[config.mk]
export PLATFORM = sky130hd
export DESIGN_NAME = pll_reset_sequencer
export DESIGN_NICKNAME = d
export VERILOG_FILES = /design/src/rtl/pll_reset_sequencer.sv
export SDC_FILE = /design/constraint.sdc
export NUM_CORES = 1
export LEC_CHECK = 0
export ABC_AREA = 1
export CAP_MARGIN = 30
export CORE_UTILIZATION = 49
export CTS_CLUSTER_SIZE = 28
export DETAILED_ROUTE_END_ITERATION = 8
export PLACE_DENSITY_LB_ADDON = 0.08
export SYNTH_ARGS = -nofsm -noshare
export SYNTH_HDL_FRONTEND = slang
export SYNTH_SLANG_ARGS = --single-unit
[constraint.sdc]
create_clock -name clock -period 1.41 [get_ports clock]
set_input_delay 0.282 -clock clock [delete_from_list [all_inputs] [get_ports clock]]
set_output_delay 0.282 -clock clock [all_outputs]
set_load 0.01 [all_outputs]
[src/rtl/pll_reset_sequencer.sv]
// Holds the downstream domain in reset until the PLL has reported lock for a
// stable window plus a hold period, and counts lock losses seen while running.
module pll_reset_sequencer #(
    parameter int SYNC_STAGES   = 2,
    parameter int STABLE_CYCLES = 1024,
    parameter int HOLD_CYCLES   = 16,
    parameter int LOSS_WIDTH    = 8
) (
    input  logic                  clock,
    input  logic                  resetn,
    input  logic                  locked,
    input  logic                  clear_loss,
    output logic                  sys_resetn,
    output logic                  sys_reset,
    output logic                  ready,
    output logic [1:0]            state,
    output logic [LOSS_WIDTH-1:0] loss_count
);

    localparam int MAX_CYCLES = (STABLE_CYCLES > HOLD_CYCLES) ? STABLE_CYCLES : HOLD_CYCLES;
    localparam int CNT_W      = (MAX_CYCLES > 1) ? $clog2(MAX_CYCLES) : 1;

    localparam logic [CNT_W-1:0] STABLE_LAST = CNT_W'(STABLE_CYCLES - 1);
    localparam logic [CNT_W-1:0] HOLD_LAST   = CNT_W'(HOLD_CYCLES - 1);

    typedef enum logic [1:0] {
        ST_WAIT   = 2'b00,
        ST_STABLE = 2'b01,
        ST_HOLD   = 2'b10,
        ST_RUN    = 2'b11
    } state_t;

    logic [SYNC_STAGES-1:0] sync_r;
    logic                   lock_s;
    state_t                 state_r;
    state_t                 next_state_s;
    logic [CNT_W-1:0]       cnt_r;
    logic [CNT_W-1:0]       next_cnt_s;
    logic                   loss_event_s;
    logic                   run_next_s;
    logic [LOSS_WIDTH-1:0]  next_loss_s;
    logic                   sys_resetn_r;
    logic                   sys_reset_r;
    logic                   ready_r;
    logic [LOSS_WIDTH-1:0]  loss_count_r;

    // Lock synchronizer: the asynchronous lock flag enters the clock domain here only.
    always_ff @(posedge clock or negedge resetn) begin
        if (!resetn) begin
            sync_r <= {SYNC_STAGES{1'b0}};
        end else begin
            sync_r <= {sync_r[SYNC_STAGES-2:0], locked};
        end
    end

    assign lock_s = sync_r[SYNC_STAGES-1];

    // State and interval counter register.
    always_ff @(posedge clock or negedge resetn) begin
        if (!resetn) begin
            state_r <= ST_WAIT;
            cnt_r   <= {CNT_W{1'b0}};
        end else begin
            state_r <= next_state_s;
            cnt_r   <= next_cnt_s;
        end
    end

    // Next-state logic: any loss of lock before RUN restarts the whole sequence.
    always_comb begin
        next_state_s = state_r;
        next_cnt_s   = {CNT_W{1'b0}};
        loss_event_s = 1'b0;
        case (state_r)
            ST_WAIT: begin
                if (lock_s) begin
                    next_state_s = ST_STABLE;
                end else begin
                    next_state_s = ST_WAIT;
                end
            end
            ST_STABLE: begin
                if (!lock_s) begin
                    next_state_s = ST_WAIT;
                end else if (cnt_r == STABLE_LAST) begin
                    next_state_s = ST_HOLD;
                end else begin
                    next_cnt_s = cnt_r + CNT_W'(1);
                end
            end
            ST_HOLD: begin
                if (!lock_s) begin
                    next_state_s = ST_WAIT;
                end else if (cnt_r == HOLD_LAST) begin
                    next_state_s = ST_RUN;
                end else begin
                    next_cnt_s = cnt_r + CNT_W'(1);
                end
            end
            ST_RUN: begin
                if (!lock_s) begin
                    next_state_s = ST_WAIT;
                    loss_event_s = 1'b1;
                end else begin
                    next_state_s = ST_RUN;
                end
            end
            default: begin
                next_state_s = ST_WAIT;
            end
        endcase
    end

    // Output decode: values for the output flops, taken from the next state so
    // the outputs change on the same edge as the state register.
    always_comb begin
        run_next_s = (next_state_s == ST_RUN);
        if (clear_loss) begin
            next_loss_s = loss_event_s ? LOSS_WIDTH'(1) : {LOSS_WIDTH{1'b0}};
        end else if (loss_event_s && (loss_count_r != {LOSS_WIDTH{1'b1}})) begin
            next_loss_s = loss_count_r + LOSS_WIDTH'(1);
        end else begin
            next_loss_s = loss_count_r;
        end
    end

    // Output flops; the async clear makes reset reach the downstream domain at once.
    always_ff @(posedge clock or negedge resetn) begin
        if (!resetn) begin
            sys_resetn_r <= 1'b0;
            sys_reset_r  <= 1'b1;
            ready_r      <= 1'b0;
            loss_count_r <= {LOSS_WIDTH{1'b0}};
        end else begin
            sys_resetn_r <= run_next_s;
            sys_reset_r  <= ~run_next_s;
            ready_r      <= run_next_s;
            loss_count_r <= next_loss_s;
        end
    end

    assign sys_resetn = sys_resetn_r;
    assign sys_reset  = sys_reset_r;
    assign ready      = ready_r;
    assign state      = state_r;
    assign loss_count = loss_count_r;

endmodule

==> impl_metrics.tcl, run 1 <==
set metrics [dict create \
    hp-class "in -> async" \
    clkSlewWorstSetupHoldPaths_ns 0.13 \
    ir_worst_vdd_uv 815.8 \
    grt_max_degree 25 \
    cts-root-buf "clkbuf_4" \
    drtIter0Drc 37 \
    die-area_um2 2958 \
    ios 17 \
    cts_tree "done" \
    syn_area_um2 1345 \
    critPathLaunchType "flip-flop" \
    layout.cells.non_filler 249 \
    drive_above_1_share 0.3151 \
    dp_cells 227 \
    core_area_um2 2545 \
    fin_util 0.7542 \
    wl_per_cell_um 12.69 \
    maxUsedRoutingLayer "met4" \
    pwr-share-comb 0.299 \
    fp.dieW_um 54.39 \
    synth_nets 184 \
    post_dp_cell_area_um2 1608 \
    async_reset_ff_frac 1.000 \
    finClkSkew_ns 0.001989 \
    synth-edff-count 0 \
    grt-ovfl-total 0 \
    maxSlewViolCount 0 \
    p_sw_mw 0.4922 \
    grt_pass1_vias 1166 \
    dp_hpwl_mm 2.051 \
    maxSlewHeadroom 0.8002 \
    ant_nets 0 \
    wl_met2_mm 1.729 \
    grtUsageTotal 0.2195 \
    via_count 1295 \
    drt-total-wl_mm 3.159 \
    outcome "complete, no violations" \
    wl_met3_um 110 \
    hold_violations 0 \
    cts.sinks 24 \
    synth_seq_area_share 0.4474 \
    p_leak_nw 0.9796 \
    grt_antenna_before_repair 0 \
    clk_latency_ns 0.31 \
    max-cap-violations 0 \
    arrival_ns 1.65 \
    synth.top_cell.area_share 0.4279 \
    syn_inst 174 \
    cp-end-kind "flip-flop" \
    synth.largest_area_cell "dfrtp_1" \
    synth_commonest_cells "40 x nand2_1, 29 x inv_1, 27 x nor2_1, 23 x dfrtp_1, 10 x nand3_1" \
    drcViolationCount 0 \
    grt_pass1_wl_mm 4.602 \
    diodes 0 \
    rsz0062_at_grt "true" \
    syn_avg_cell_area_um2 7.730 \
    syn2layout_area_growth_pct 42.70 \
    worstPathRequired_ns 1.67 \
    nets 230 \
    drt-vias-per-instance 5.201 \
    gp_congestion 0.8338 \
    ys_ff_latch 24 \
    clockBufferDepth 2 \
    max_slew.worst_pin.slew_ns 0.2979 \
    cts-htree-levels 1 \
    finalSetupViolations 0 \
    p_clk_frac 0.213 \
    dieHeight_um 54.39 \
    synthTopCellsByArea "dfrtp_1 43%, nand2_1 11%, inv_1 8.1%, nor2_1 7.5%, ha_1 5.6%" \
    power_density_nw_per_um2 785.9 \
    design_area_um2 1919 \
    pwr-share-seq 0.488 \
    min_period_ns 1.389 \
    synth_cell_type_count 24 \
    drt-met1-wl_mm 1.272 \
    intPower_mw 1.016 \
    worst-path-max-fanout 3 \
    start_util 0.5285 \
    crit_type "reg -> reg" \
    p_sw_frac 0.3263 \
    row_count 18 \
    numCtsBuffers 3 \
    dr.pass1.iters 4 \
    synth_ff_type "dfrtp_1" \
    yosys_warnings 0 \
    yosys.cell_count.top_type "nand2_1" \
    port_buffers 16 \
    period_share 0.9854 \
    hold_buffers 0 \
    ff2ff_path_depth 9 \
    fmaxAchievable_mhz 719.7 \
]
-- power groups by stage --
| stage | Sequential (mW) | Clock [mW] | Combinational [mW] |
|---|---|---|---|
| CTS | 0.728 | 0.330 | 0.386 |
| global placement | 0.750 | 0 | 0.333 |
| finish | 0.736 | 0.321 | 0.452 |
| global route | 0.739 | 0.348 | 0.496 |
| floorplan | 0.766 | 0 | 0.187 |
| detailed placement | 0.753 | 0 | 0.341 |
-- registers in the layout, summed over array words and instances (netlist names) --
register / flops
cnt_r: 10
loss_count: 8
ready: 1
state: 2
sync_r: 2
sys_reset: 1
-- per-layer routing --
metal,vias to the layer above,track usage
met5,-,0
met4,0,0.06410
met3,8,0.03333
met2,32,0.4126
met1,624,0.2531
li1,631,-
-- cell type report --
type | instances | area (um^2)
multi-input combinational | 119 | 773.2
sequential | 24 | 601.8
timing repair buffer | 42 | 365.4
clock buffer | 4 | 26.28
inverter | 30 | 115.1
fill | 190 | 625.6
tap | 30 | 37.54
-- worst max-delay path, stage by stage (launching register included) --
cell and delay (ns):
dfrtp_1 0.41, buf_6 0.13, inv_1 0.08, ha_2 0.20, nand2_2 0.07, inv_1 0.09, nand3_2 0.10, nand3_2 0.09
nand2_2 0.07, nor2_1 0.09
-- cell families (layout without fill, tap and decap cells) --
| group | count (synthesis) | count (layout) | synth area share |
|---|---|---|---|
| and+or+nand+nor | 93 | 93 | 0.3088 |
| buffers and inverters | 31 | 76 | 0.08930 |
| DFF | 24 | 24 | 0.4474 |
| AOI/OAI and AO/OA | 13 | 13 | 0.05302 |
| xor gates and xnor gates | 7 | 7 | 0.04558 |
| adders and majority gates | 6 | 6 | 0.05581 |
-- path summary, 6_finish.rpt --
kind                                      from                   to  slack (ns)
max                         state[0]$_DFF_PN0_      ready$_DFF_PN0_        0.02
min in group clock         sync_r[0]$_DFF_PN0_  sync_r[1]$_DFF_PN0_        0.38
min                                     resetn   cnt_r[9]$_DFF_PN0_        0.29
max in group asynchronous               resetn  sys_reset$_DFF_PN1_        0.91
min reg2reg                sync_r[0]$_DFF_PN0_  sync_r[1]$_DFF_PN0_        0.38
max reg2reg                 state[0]$_DFF_PN0_      ready$_DFF_PN0_        0.02
-- timing repair --
item                                    4_1_cts  5_1_grt
endpoints found under the setup margin       28       23
buffers inserted                             17        1
pin swaps                                    10       10
gates resized for setup                      25       40
-- cells in the final DEF, fill, tap and decap left out, types with 2 or more instances in the layout --
| cell | n |
|---|---|
| buf_6 | 4 |
| nor2_2 | 3 |
| nand4_1 | 3 |
| a21oi_1 | 3 |
| a21oi_2 | 2 |
| inv_1 | 25 |
| nand3_1 | 6 |
| ha_4 | 3 |
| xnor2_1 | 2 |
| nand2_1 | 34 |
| dfrtp_1 | 23 |
| dlygate4sd2_1 | 10 |
| nor2_1 | 22 |
| nand3_2 | 5 |
| nor2_4 | 3 |
| buf_4 | 21 |
| inv_2 | 3 |
| nand2_4 | 3 |
| nor3_2 | 2 |
| nand2_2 | 7 |
| clkdlybuf4s15_1 | 2 |
| clkbuf_4 | 3 |
| ha_2 | 2 |
| o21ai_2 | 2 |
| o21ai_0 | 2 |
| o21ai_1 | 2 |
| clkdlybuf4s50_1 | 3 |
| nor3_1 | 2 |
| xor2_1 | 5 |
-- metrics by stage --
step,power (mW),TNS (ns),setup WS [ns],hold slack [ns]
detailed placement,1.095,-0.3860,-0.09434,0.3457
CTS,1.444,-0.05371,-0.02778,0.2915
global route,1.583,-0.4136,-0.09230,0.3080
finish,1.508,0,0.02057,0.2857
floorplan,0.9535,0,0.003136,-0.01359
global placement,1.083,0,0.02025,0.3318
Power figures use the tool's default switching activity.
==> inputs of run 2 (changes only) <==
- CORE_MARGIN: unset -> 3
==> impl_metrics.tcl, run 2 (synthesized netlist as in run 1, its figures left out) <==
set metrics [dict create \
    outcome "complete, but fails checks" \
    violations "negative setup slack" \
    core_area_um2 2545 \
    numCtsBuffers 3 \
    ff2ff_path_depth 9 \
    hold_buffers 0 \
    cts.sinks 24 \
    cp-end-kind "flip-flop" \
    port_buffers 16 \
    p_sw_mw 0.5755 \
    cts_tree "done" \
    p_clk_frac 0.219 \
    ant_nets 0 \
    maxSlewHeadroom 0.7866 \
    diodes 0 \
    gp_congestion 0.8470 \
    crit_family "flip-flops" \
    drtIter0Drc 28 \
    max-cap-violations 0 \
    drt-total-wl_mm 3.463 \
    largest_reg_flops 10 \
    fin_util 0.7684 \
    fillCellCount 175 \
    start_util 0.5285 \
    max_stage_delay_ns 0.44 \
    finalSetupViolations 10 \
    worstPathRequired_ns 1.62 \
    worst_slack_ns -0.03674 \
    hold_violations 0 \
    critPathLaunchType "flip-flop" \
    die-area_um2 3409 \
    finClkSkew_ns 0.01271 \
    layout_common_cells "30 x nand2_1, 23 x dfrtp_1, 21 x inv_1" \
    drive_above_1_share 0.3611 \
    layout_commonest_cell "nand2_1" \
    regMostFlops "cnt_r" \
    grt_antenna_before_repair 0 \
    worst-path-buf-inv 3 \
    row_count 18 \
    rsz0062_at_grt "true" \
    crit_end "ready$_DFF_PN0_" \
    nets 227 \
    worst-path-stages 9 \
    power_density_nw_per_um2 860.0 \
    crit_start "state[0]$_DFF_PN0_" \
    max_slew.worst_pin.slew_ns 0.3200 \
    clkSlewWorstSetupHoldPaths_ns 0.14 \
    total_power_mw 1.682 \
    syn2layout_area_growth_pct 45.40 \
    dp_hpwl_mm 2.029 \
    via_count 1268 \
    grt-ovfl-total 0 \
    r2r_start "state[0]$_DFF_PN0_" \
    fp.dieW_um 58.39 \
    drt-vias-per-instance 5.154 \
    slowest_stage "dfrtp_1" \
    grt_pass1_vias 1221 \
    hp-class "in -> async" \
    cts-htree-levels 1 \
    p_leak_nw 0.9541 \
    multi_input_area_um2 815.8 \
    period_share 1.026 \
    wl_per_cell_um 14.08 \
    clockBufferDepth 2 \
    cts-root-buf "clkbuf_4" \
    drcViolationCount 0 \
    clk_latency_ns 0.32 \
    min_period_ns 1.447 \
    ir_worst_vdd_uv 985.2 \
    pwr-share-comb 0.341 \
    dr.pass1.iters 4 \
    worst_r2r_endpoint "ready$_DFF_PN0_" \
    r2r_setup_slack_ns -0.04 \
    p_sw_frac 0.3422 \
    dieHeight_um 58.39 \
    pwr-share-seq 0.440 \
    ff_latch_area_um2 601.8 \
    intPower_mw 1.106 \
    grt_pass1_wl_mm 5.057 \
    worst-path-max-fanout 3 \
    cp_common_cell "nand2_2" \
    grt_max_degree 25 \
    arrival_ns 1.66 \
    ios 17 \
    grtUsageTotal 0.1907 \
    maxSlewViolCount 0 \
    path_cells "buf_6, buf_4, ha_4, nand2_2, inv_2, nand2_2, nand2_4, a21oi_4, nor2_2" \
    fmaxAchievable_mhz 691.2 \
    crit_type "reg -> reg" \
]
==> run 2: worst min-delay path by stage <==
stage | startpoint | endpoint | slack (ns) | depth (start not counted)
global route | resetn | cnt_r[9]$_DFF_PN0_ | 0.31 | 2
finish | resetn | cnt_r[4]$_DFF_PN0_ | 0.30 | 2
floorplan | resetn | cnt_r[0]$_DFF_PN0_ | -0.01 | 0
global placement | sync_r[0]$_DFF_PN0_ | sync_r[1]$_DFF_PN0_ | 0.33 | 0
detailed placement | sync_r[0]$_DFF_PN0_ | sync_r[1]$_DFF_PN0_ | 0.35 | 0
CTS | resetn | cnt_r[4]$_DFF_PN0_ | 0.31 | 2
==> run 2: power groups by stage <==
stage	clock [mW]	combinational (mW)	sequential, mW
final	0.368	0.574	0.741
after CTS	0.373	0.394	0.731
after global routing	0.402	0.620	0.746
after detailed placement	0	0.345	0.748
after global placement	0	0.335	0.748
after floorplan	0	0.187	0.766
==> run 2: final cells by class <==
type | count | share of cell area
multi-input cells | 119 | 0.4171
flip-flops and latches | 24 | 0.3077
repair buffers | 39 | 0.1785
inverters | 30 | 0.05886
well taps | 30 | 0.01919
clock buffers | 4 | 0.01855
==> run 2: through the flow <==
step | area (um^2) | hold WS [ns] | instances | setup slack, ns | TNS, ns
floorplan | 1345 | -0.01359 | 174 | 0.003136 | 0
global placement | 1608 | 0.3317 | 227 | 0.02213 | 0
detailed placement | 1608 | 0.3508 | 227 | -0.06896 | -0.3429
CTS | 1757 | 0.3053 | 243 | -0.01171 | -0.02172
global route | 1956 | 0.3139 | 246 | -0.1387 | -1.565
finish | 1956 | 0.3008 | 246 | -0.03674 | -0.2284
==> run 2: metal layers <==
metal / share of wire / GRT usage / up-vias / wire, um
li1: - / - / 620 / -
met1: 0.40 / 0.2370 / 611 / 1389
met2: 0.55 / 0.3349 / 25 / 1906
met3: 0.020 / 0.02412 / 12 / 68
met4: 0.028 / 0.07285 / 0 / 98
met5: 0 / 0 / - / 0
==> run 2: timing repair <==
| item | 4_1_cts | 5_1_grt |
|---|---|---|
| resized for setup | 29 | 51 |
| endpoints found under the setup margin | 27 | 20 |
| gates cloned | 0 | 0 |
| pin swaps | 5 | 20 |
| setup buffers | 12 | 3 |
